`config.mk`:
```
export PLATFORM = sky130hd
export DESIGN_NAME = sd_spi_cmd_engine_flat
export DESIGN_NICKNAME = d
export VERILOG_FILES = /design/src/rtl/sd_spi_cmd_engine_if.sv /design/src/rtl/sd_spi_cmd_engine.sv /design/src/flat_wrapper.sv
export SDC_FILE = /design/constraint.sdc
export NUM_CORES = 1
export LEC_CHECK = 0
export CORE_MARGIN = 2
export CORE_UTILIZATION = 51
export DETAILED_ROUTE_END_ITERATION = 7
export HOLD_SLACK_MARGIN = 0.15
export PLACE_DENSITY = 0.78
export SYNTH_ARGS = -nofsm -noshare
export SYNTH_HDL_FRONTEND = slang
export SYNTH_SLANG_ARGS = --single-unit
```
`constraint.sdc`:
```
create_clock -name clk -period 3.5 [get_ports clk]
set_input_delay 0.7 -clock clk [delete_from_list [all_inputs] [get_ports clk]]
set_output_delay 0.7 -clock clk [all_outputs]
set_load 0.02 [all_outputs]
```
`src/rtl/sd_spi_cmd_engine_if.sv`:
```
// Request/response and SPI pin bundle between the SD init/read logic and the
// SPI-mode command engine.
interface sd_spi_cmd_engine_if;
  logic [5:0]  cmd;
  logic [31:0] arg;
  logic        start;
  logic        start40;
  logic        init;
  logic        readit;
  logic        miso;
  logic        sclk;
  logic        mosi;
  logic        cs_n;
  logic [7:0]  out;
  logic [31:0] resp;
  logic        busy;
  logic        rdy;

  modport master (
    output cmd, arg, start, start40, init, readit, miso,
    input  sclk, mosi, cs_n, out, resp, busy, rdy
  );

  modport slave (
    input  cmd, arg, start, start40, init, readit, miso,
    output sclk, mosi, cs_n, out, resp, busy, rdy
  );
endinterface

```
`src/rtl/sd_spi_cmd_engine.sv`:
```
// SPI-mode SD command engine: serialises init clocks, 48-bit commands with
// bit-serial CRC7, polls for R1 (plus optional 4-byte trailer) on SPI mode 0.
module sd_spi_cmd_engine #(
  parameter int CLKDIV     = 4,
  parameter int INIT_BYTES = 10,
  parameter int NCR_MAX    = 8
) (
  input  logic             clk,
  input  logic             rst,
  sd_spi_cmd_engine_if.slave bus
);

  localparam int MAXB  = (INIT_BYTES > NCR_MAX) ? ((INIT_BYTES > 6) ? INIT_BYTES : 6)
                                                : ((NCR_MAX > 6) ? NCR_MAX : 6);
  localparam int CNT_W = $clog2(MAXB + 1);
  localparam int DIV_W = $clog2(CLKDIV);

  localparam logic [3:0] S_IDLE    = 4'd0;
  localparam logic [3:0] S_INITCLK = 4'd1;
  localparam logic [3:0] S_PRE     = 4'd2;
  localparam logic [3:0] S_CMD     = 4'd3;
  localparam logic [3:0] S_POLL    = 4'd4;
  localparam logic [3:0] S_EXT     = 4'd5;
  localparam logic [3:0] S_POST    = 4'd6;
  localparam logic [3:0] S_DONE    = 4'd7;
  localparam logic [3:0] S_READ    = 4'd8;

  logic [3:0]       state, state_n;
  logic [CNT_W-1:0] byte_cnt, cnt_n;
  logic             ext_req, ext_n;
  logic             cs_n_r, cs_n_n;
  logic [7:0]       out_r, out_n;
  logic [31:0]      resp_r, resp_n;

  logic             active;
  logic [DIV_W-1:0] div_cnt;
  logic             half;
  logic [2:0]       bit_cnt;
  logic             sclk_r;
  logic             mosi_r;

  logic [7:0]       tx_sr;
  logic [7:0]       rx_sr;
  logic [39:0]      cmd_sr;
  logic [6:0]       crc;

  logic             div_end, bit_rise, bit_fall, byte_done;
  logic             load, stop, cmd_latch, cmd_shift, crc_clr;
  logic [7:0]       load_val;

  function automatic logic [6:0] crc7_step(input logic [6:0] c, input logic b);
    logic fb;
    fb = b ^ c[6];
    return {c[5:0], 1'b0} ^ (fb ? 7'h09 : 7'h00);
  endfunction

  assign div_end   = (div_cnt == DIV_W'(CLKDIV - 1));
  assign bit_rise  = active && !half && div_end;
  assign bit_fall  = active && half && div_end;
  assign byte_done = bit_fall && (bit_cnt == 3'd7);

  // Every byte_done in a shifting state either loads the next byte or stops
  // the shifter, so consecutive bytes abut with no idle clocks.
  always_comb begin
    state_n   = state;
    cnt_n     = byte_cnt;
    ext_n     = ext_req;
    cs_n_n    = cs_n_r;
    out_n     = out_r;
    resp_n    = resp_r;
    load      = 1'b0;
    load_val  = 8'hFF;
    stop      = 1'b0;
    cmd_latch = 1'b0;
    cmd_shift = 1'b0;
    crc_clr   = 1'b0;
    case (state)
      S_IDLE: begin
        if (bus.init) begin
          state_n = S_INITCLK;
          cs_n_n  = 1'b1;
          cnt_n   = '0;
          load    = 1'b1;
        end else if (bus.start40 || bus.start) begin
          state_n   = S_PRE;
          cs_n_n    = 1'b0;
          ext_n     = bus.start40;
          cnt_n     = '0;
          load      = 1'b1;
          cmd_latch = 1'b1;
        end else if (bus.readit) begin
          state_n = S_READ;
          cs_n_n  = 1'b0;
          load    = 1'b1;
        end
      end
      S_INITCLK: begin
        if (byte_done) begin
          if (byte_cnt == CNT_W'(INIT_BYTES - 1)) begin
            state_n = S_DONE;
            stop    = 1'b1;
          end else begin
            cnt_n = byte_cnt + CNT_W'(1);
            load  = 1'b1;
          end
        end
      end
      S_PRE: begin
        if (byte_done) begin
          state_n   = S_CMD;
          cnt_n     = '0;
          load      = 1'b1;
          load_val  = cmd_sr[39:32];
          cmd_shift = 1'b1;
          crc_clr   = 1'b1;
        end
      end
      S_CMD: begin
        if (byte_done) begin
          load = 1'b1;
          if (byte_cnt == CNT_W'(5)) begin
            state_n = S_POLL;
            cnt_n   = '0;
          end else begin
            cnt_n = byte_cnt + CNT_W'(1);
            if (byte_cnt == CNT_W'(4)) begin
              load_val = {crc, 1'b1};
            end else begin
              load_val  = cmd_sr[39:32];
              cmd_shift = 1'b1;
            end
          end
        end
      end
      S_POLL: begin
        if (byte_done) begin
          load = 1'b1;
          if (!rx_sr[7]) begin
            out_n = rx_sr;
            cnt_n = '0;
            if (ext_req) begin
              state_n = S_EXT;
            end else begin
              state_n = S_POST;
              cs_n_n  = 1'b1;
            end
          end else if (byte_cnt == CNT_W'(NCR_MAX - 1)) begin
            out_n   = 8'hFF;
            state_n = S_POST;
            cs_n_n  = 1'b1;
          end else begin
            cnt_n = byte_cnt + CNT_W'(1);
          end
        end
      end
      S_EXT: begin
        if (byte_done) begin
          load   = 1'b1;
          resp_n = {resp_r[23:0], rx_sr};
          if (byte_cnt == CNT_W'(3)) begin
            state_n = S_POST;
            cs_n_n  = 1'b1;
          end else begin
            cnt_n = byte_cnt + CNT_W'(1);
          end
        end
      end
      S_POST: begin
        if (byte_done) begin
          state_n = S_DONE;
          stop    = 1'b1;
        end
      end
      S_READ: begin
        if (byte_done) begin
          out_n   = rx_sr;
          state_n = S_DONE;
          stop    = 1'b1;
        end
      end
      S_DONE: state_n = S_IDLE;
      default: begin
        state_n = S_IDLE;
        stop    = 1'b1;
      end
    endcase
  end

  always_ff @(posedge clk or negedge rst) begin
    if (!rst) begin
      state    <= S_IDLE;
      byte_cnt <= '0;
      ext_req  <= 1'b0;
      cs_n_r   <= 1'b1;
      out_r    <= 8'hFF;
      resp_r   <= '0;
      active   <= 1'b0;
      div_cnt  <= '0;
      half     <= 1'b0;
      bit_cnt  <= 3'd0;
      sclk_r   <= 1'b0;
      mosi_r   <= 1'b1;
    end else begin
      state    <= state_n;
      byte_cnt <= cnt_n;
      ext_req  <= ext_n;
      cs_n_r   <= cs_n_n;
      out_r    <= out_n;
      resp_r   <= resp_n;
      if (load) begin
        active  <= 1'b1;
        div_cnt <= '0;
        half    <= 1'b0;
        bit_cnt <= 3'd0;
        sclk_r  <= 1'b0;
        mosi_r  <= load_val[7];
      end else if (stop) begin
        active  <= 1'b0;
        div_cnt <= '0;
        half    <= 1'b0;
        bit_cnt <= 3'd0;
        sclk_r  <= 1'b0;
        mosi_r  <= 1'b1;
      end else if (active) begin
        if (div_end) begin
          div_cnt <= '0;
          half    <= ~half;
          sclk_r  <= ~half;
          if (half) begin
            bit_cnt <= bit_cnt + 3'd1;
            mosi_r  <= tx_sr[6];
          end
        end else begin
          div_cnt <= div_cnt + DIV_W'(1);
        end
      end
    end
  end

  // Shift data needs no reset: every frame reloads it before use.
  always_ff @(posedge clk) begin
    if (load)
      tx_sr <= load_val;
    else if (bit_fall)
      tx_sr <= {tx_sr[6:0], 1'b1};
    if (bit_rise)
      rx_sr <= {rx_sr[6:0], bus.miso};
    if (cmd_latch)
      cmd_sr <= {2'b01, bus.cmd, bus.arg};
    else if (cmd_shift)
      cmd_sr <= {cmd_sr[31:0], 8'hFF};
    if (crc_clr)
      crc <= 7'd0;
    else if (bit_rise && state == S_CMD && byte_cnt < CNT_W'(5))
      crc <= crc7_step(crc, mosi_r);
  end

  assign bus.sclk = sclk_r;
  assign bus.mosi = mosi_r;
  assign bus.cs_n = cs_n_r;
  assign bus.out  = out_r;
  assign bus.resp = resp_r;
  assign bus.busy = (state != S_IDLE);
  assign bus.rdy  = (state == S_DONE);

endmodule

```
`src/flat_wrapper.sv`:
```
// flat-port wrapper written by rule: the top's interface ports become plain ports
module sd_spi_cmd_engine_flat 
#(
  parameter int CLKDIV     = 4,
  parameter int INIT_BYTES = 10,
  parameter int NCR_MAX    = 8
)
  (clk, rst, bus_cmd, bus_arg, bus_start, bus_start40, bus_init, bus_readit, bus_miso, bus_sclk, bus_mosi, bus_cs_n, bus_out, bus_resp, bus_busy, bus_rdy);
  sd_spi_cmd_engine_if bus_i ();
  input  logic clk;
  input  logic rst;
  input wire logic [$bits(bus_i.cmd)-1:0] bus_cmd;
  input wire logic [$bits(bus_i.arg)-1:0] bus_arg;
  input wire logic [$bits(bus_i.start)-1:0] bus_start;
  input wire logic [$bits(bus_i.start40)-1:0] bus_start40;
  input wire logic [$bits(bus_i.init)-1:0] bus_init;
  input wire logic [$bits(bus_i.readit)-1:0] bus_readit;
  input wire logic [$bits(bus_i.miso)-1:0] bus_miso;
  output wire logic [$bits(bus_i.sclk)-1:0] bus_sclk;
  output wire logic [$bits(bus_i.mosi)-1:0] bus_mosi;
  output wire logic [$bits(bus_i.cs_n)-1:0] bus_cs_n;
  output wire logic [$bits(bus_i.out)-1:0] bus_out;
  output wire logic [$bits(bus_i.resp)-1:0] bus_resp;
  output wire logic [$bits(bus_i.busy)-1:0] bus_busy;
  output wire logic [$bits(bus_i.rdy)-1:0] bus_rdy;
  assign bus_i.cmd = bus_cmd;
  assign bus_i.arg = bus_arg;
  assign bus_i.start = bus_start;
  assign bus_i.start40 = bus_start40;
  assign bus_i.init = bus_init;
  assign bus_i.readit = bus_readit;
  assign bus_i.miso = bus_miso;
  assign bus_sclk = bus_i.sclk;
  assign bus_mosi = bus_i.mosi;
  assign bus_cs_n = bus_i.cs_n;
  assign bus_out = bus_i.out;
  assign bus_resp = bus_i.resp;
  assign bus_busy = bus_i.busy;
  assign bus_rdy = bus_i.rdy;
  sd_spi_cmd_engine #(.CLKDIV(CLKDIV), .INIT_BYTES(INIT_BYTES), .NCR_MAX(NCR_MAX)) u_core (.clk(clk), .rst(rst), .bus(bus_i));
endmodule
```
# Word-level counts from Yosys, hierarchy flattened
# Cells that the tools add are included.
# Widths: inputs -> output; s select.
[totals] n_memories=0 latchBits=0 rom_bits=0 wordCells=179 out_inout_bits=45 mem_bits_rw=0 ff_bits=120
[op_classes] mul=0 shifts=0 add_sub_neg=3 n_reduce_logical=31 n_div=0 n_bitwise=4 n_lt_le_gt_ge=1 n_eq_ne=32 n_mux=92
[ops] op="$mux 4" n=27
[ops] op="$mux 38" n=2
[ops] op="$mux 8" n=8
[ops] op="$mux 1" n=35
[ops] op="$pmux 8 s2" n=2
[ops] op="$eq 4x3->1 const B" n=7
[ops] op="$pmux 4 s7" n=1
[ops] op="$pmux 4 s6" n=1
[ops] op="$ne 2x1->1 const B" n=10
[ops] op="$mux 3" n=5
[ops] op="$mux 7" n=2
[ops] op="$eq 4x2->1 const B" n=3
[ops] op="$reduce_bool 3->1" n=4
[ops] op="$reduce_and 11->1" n=1
[ops] op="$mux 2" n=5
[ops] op="$reduce_and 10->1" n=1
[ops] op="$ne 3x3->1 const B" n=3
[ops] op="$pmux 1 s3" n=3
[ops] op="$eq 4x4->1 const B" n=2
[ops] op="$reduce_bool 2->1" n=4
[ops] op="$logic_and 1x1->1" n=7
[ops] op="$reduce_and 7->1" n=1
[ops] op="$xor 7x7->7" n=1
[ops] op="$reduce_and 3->1" n=2
[ops] op="23 further kinds" n=26

# Depth between registers and ports, before layout
[depth] ltp_word=7 mapped_depth=9 mapped_depth_nobuf=7

# Worst setup path before layout
# Ideal clock, no wire load.
[synth_path] kind="reg-to-reg" start="reg u_core.bit_cnt[0]" end="reg u_core.cmd_sr[0] (enable)" stages_incl_launch_ff=9 n_path_buf=2 required_ns=3.104 slack_ns=0.726 arrival_time_ns=2.378 path_cell_list="dfrtp_1 -> ha_1 -> ha_1 -> and4_1 -> buf_4 -> nand3_1 -> or2_2 -> clkbuf_1 -> nand2_1"
[synth_via] elab_chain_cells=5 word_cells_on_any_way=6 cone_classes="eq/ne (1); mux (3); reduce/logical (2)"
[synth_rtl] element="start: declaration" line_no="sd_spi_cmd_engine.sv:38" rtl="logic [2:0] bit_cnt;"
[synth_rtl] element="start signal: assignment" line_no="sd_spi_cmd_engine.sv:230" rtl="bit_cnt <= bit_cnt + 3'd1;"
[synth_rtl] element="$eq 3x3->1 *" line_no="sd_spi_cmd_engine.sv:60" rtl="assign byte_done = bit_fall && (bit_cnt == 3'd7);"
[synth_rtl] element="$logic_and 1x1->1 *" line_no="sd_spi_cmd_engine.sv:60"
[synth_rtl] element="$mux 1, on equally long branches" line_no="sd_spi_cmd_engine.sv:119, sd_spi_cmd_engine.sv:109"
[synth_rtl] element="$pmux 1 s2 *" line_no="sd_spi_cmd_engine.sv:77" rtl="case (state)"
[synth_rtl] element="$reduce_bool 2->1 (no source line) *"
[synth_rtl] element="end signal: assignment" line_no="sd_spi_cmd_engine.sv:249" rtl="cmd_sr <= {2'b01, bus.cmd, bus.arg};"
[synth_rtl] element="end signal: assignment" line_no="sd_spi_cmd_engine.sv:251" rtl="cmd_sr <= {cmd_sr[31:0], 8'hFF};"
[synth_rtl] element="end: declaration" line_no="sd_spi_cmd_engine.sv:44" rtl="logic [39:0] cmd_sr;"
# Every way passes the cells marked *; elsewhere a longest branch is shown, timed or not.
# A chain may end at the register's enable or synchronous reset.

# Worst setup path in the final report
[layout_path] start="reg u_core.state[2]" end="out bus_busy"
[layout_via] elab_chain_cells=1
[layout_rtl] element="start: declaration" line_no="sd_spi_cmd_engine.sv:28" rtl="logic [3:0] state, state_n;"
[layout_rtl] element="start signal: assignment" line_no="sd_spi_cmd_engine.sv:204" rtl="state <= state_n;"
[layout_rtl] element="$reduce_bool 4->1" line_no="sd_spi_cmd_engine.sv:263" rtl="assign bus.busy = (state != S_IDLE);"
[layout_rtl] element="end: declaration" line_no="flat_wrapper.sv:24" rtl="output wire logic [$bits(bus_i.busy)-1:0] bus_busy;"
# Every way passes these cells.

==> results.yml <==
status:
  run_status: "complete, no violations"
die:
  row_count: 37
  core_area_um2: 10300
  die_height_um: 107
  initial_core_util: 0.526
  die_w_um: 107
  ioPinCount: 90
  die_area_um2: 11500
sta:
  slew_viol_final: 0
  max_freq_mhz: 317
  rsz0062_at_grt: "false"
  period_minus_slack_ns: 3.15
  setup_ws_ns: 0.348
  hold_viol: 0
  finalCritPeriodShare: 0.901
  maxSlewHeadroom: 0.350
  setup_viol: 0
  fin_skew_ns: 0.00997
  setup_tns_ns: 0
  tightest_slew_ns: 0.975
  holdWs_ns: 0.355
pwr:
  clockPowerShare: 0.380
  p_per_area_nw_per_um2: 618
  p_int_uw: 3110
  p_comb_frac: 0.183
  swShare: 0.283
  p_seq_frac: 0.437
  power.leakage_uw: 0.00282
  p_switching_uw: 1220
  ir_worst_vdd_mv: 0.406
synthesis:
  synth_top_area_frac: 0.293
  syn_area_um2: 5430
  yosysTopAreaCell: "edfxtp_1"
  ys_seq_area_frac: 0.596
  yosysMostFrequentCell: "mux2_2"
  syn_nets: 488
  synth-edff-count: 53
  synth_area_per_cell_um2: 12.4
  synth_warnings: 0
  synth_common_cells: "62 x mux2_2, 53 x edfxtp_1, 48 x dfrtp_1"
  yosys-top-cells-area: "edfxtp_1 29%, dfrtp_1 22%, mux2_2 13%"
  async_flop_share: 0.483
  postSynthCellCount: 436
  yosys_most_used_dff: "edfxtp_1"
  synth_seq_cells: 120
  synth_cell_type_count: 59
critical_path:
  start_kind: "register"
  cp_max_fo: 23
  reg2reg_to: "u_core.cmd_sr[25]"
  reg2reg_depth: 6
  worstPathArrival_ns: 2.45
  crit_type: "reg -> out"
  required_ns: 2.80
  critPathCaptureType: "output pin"
  ff2ff_setup_slack_ns: 0.77
  rr_startpoint: "u_core.div_cnt[0]"
flow_run:
  drv_cap: 0
placed_design:
  placedInstanceArea_um2: 6440
  place.gp.congestion: 0.975
  post-place-ws_ns: 0.783
  dp.final_hpwl_um: 7600
  portBuffers: 89
layout:
  fill_cells: 716
  drive_above_1_share: 0.207
  n_antenna_cell: 0
  fin_nets: 580
  stdcell_area_um2: 7010
  syn_to_final_growth_pct: 29.2
worst_hold_path:
  hold_path.class: "in -> async"
route:
  vias: 3786
  via_per_inst: 5.59
  drc_errors: 0
  routed_wl_um: 11200
  final_antenna_net_count: 0
  first_pass_iters: 5
  wire_per_inst_um: 16.5
  drt_first_iter_violations: 327
global_route:
  grt_pass1_wl_um: 18500
  grt_max_degree: 45
  antenna_found_initial: 0
  grt_pass1_vias: 3757
  globalRouteOverflowTotal: 0
  track_usage: 0.209
clocking:
  clk_latency_ns: 0.51
  post_cts_buffers: 0
  cts_root_buf: "clkbuf_8"
  clock-sinks: 120
  holdBufCountCts: 0
  numCtsBuffers: 17
  htree_levels: 4
  path_clk_slew_ns: 0.06
  ctsResizeCount: 0
  clk_path_buf_depth: 2
  cts_tree: "yes"
worst max-delay path: stages (launching register included):
cell             delay, ns
dfrtp_1               0.78
nor2_1                0.22
nand2_1               0.28
clkdlybuf4s50_1       0.66
how the worst max path moves through the flow:
stage	cells after the start	startpoint	to
4_1_cts	3	u_core.state[2]	bus_busy
2_1_floorplan	8	u_core.bit_cnt[0]	u_core.cmd_sr[0]
3_5_place_dp	5	bus_init	u_core.tx_sr[3]
5_1_grt	3	u_core.state[2]	bus_busy
6_report	3	u_core.state[2]	bus_busy
3_3_place_gp	5	bus_init	u_core.tx_sr[2]
flip-flops by register name, summed over array words and instances, names as in the netlist:
name / flops
u_core.cmd_sr: 40
u_core.bus.resp: 32
u_core.bus.out: 8
u_core.rx_sr: 8
u_core.crc: 7
u_core.tx_sr: 7
u_core.byte_cnt: 4
u_core.state: 4
u_core.bit_cnt: 3
u_core.div_cnt: 2
u_core.active: 1
u_core.bus.cs_n: 1
u_core.bus.mosi: 1
u_core.ext_req: 1
u_core.half: 1
metal layers:
layer	track usage	part of all wire
met5	0	0
met4	0.0807	0.014
met3	0.0596	0.065
met2	0.319	0.48
met1	0.284	0.44
power groups by stage:
stage / clock network, µW / registers (µW) / logic, µW
3_5_place_dp: 0 / 1910 / 777
5_1_grt: 1740 / 1920 / 877
4_1_cts: 1670 / 1880 / 791
2_1_floorplan: 0 / 1820 / 588
3_3_place_gp: 0 / 1890 / 740
6_report: 1650 / 1890 / 791
kinds of logic after synthesis:
logic type      share of synthesized area
flops                               0.596
simple gates                        0.110
mux                                 0.153
compound gates                     0.0874
buf+inv                            0.0291
fa+ha+maj                          0.0161
xor+xnor                          0.00807
cell type report:
type | count | area, µm² | share of cell area
multi-input cells | 279 | 2040 | 0.291
inverters | 15 | 56.3 | 0.00803
well taps | 136 | 170 | 0.0243
clock buffers | 24 | 470 | 0.0671
flip-flops and latches | 120 | 3240 | 0.462
clock inverters | 8 | 96.3 | 0.0137
repair buffers | 95 | 943 | 0.135
placed cells by master (no fill, tap or decap), types with 5 or more instances in the layout:
master and count:
ha_1 7, nand3_1 8, o21ai_0 13, clkdlybuf4s50_1 88, mux2i_1 12, o31ai_1 5
dfrtp_1 48, mux2_2 62, nor3_1 5, nand2_1 25, edfxtp_1 53, dfstp_2 10
nand2b_1 11, o21ai_1 5, nor2_1 38, buf_4 5, a21oi_1 17, clkbuf_16 16
o22ai_1 10, dfxtp_1 9, inv_1 15
through the flow:
stage               utilization  std cells  total power, µW
floorplan                     -        436             2410
global placement          0.624        645             2630
detailed placement        0.624        645             2680
CTS                       0.679        677             4350
global route              0.679        677             4530
finish                    0.679        677             4330
Power figures use the tool's default switching activity.
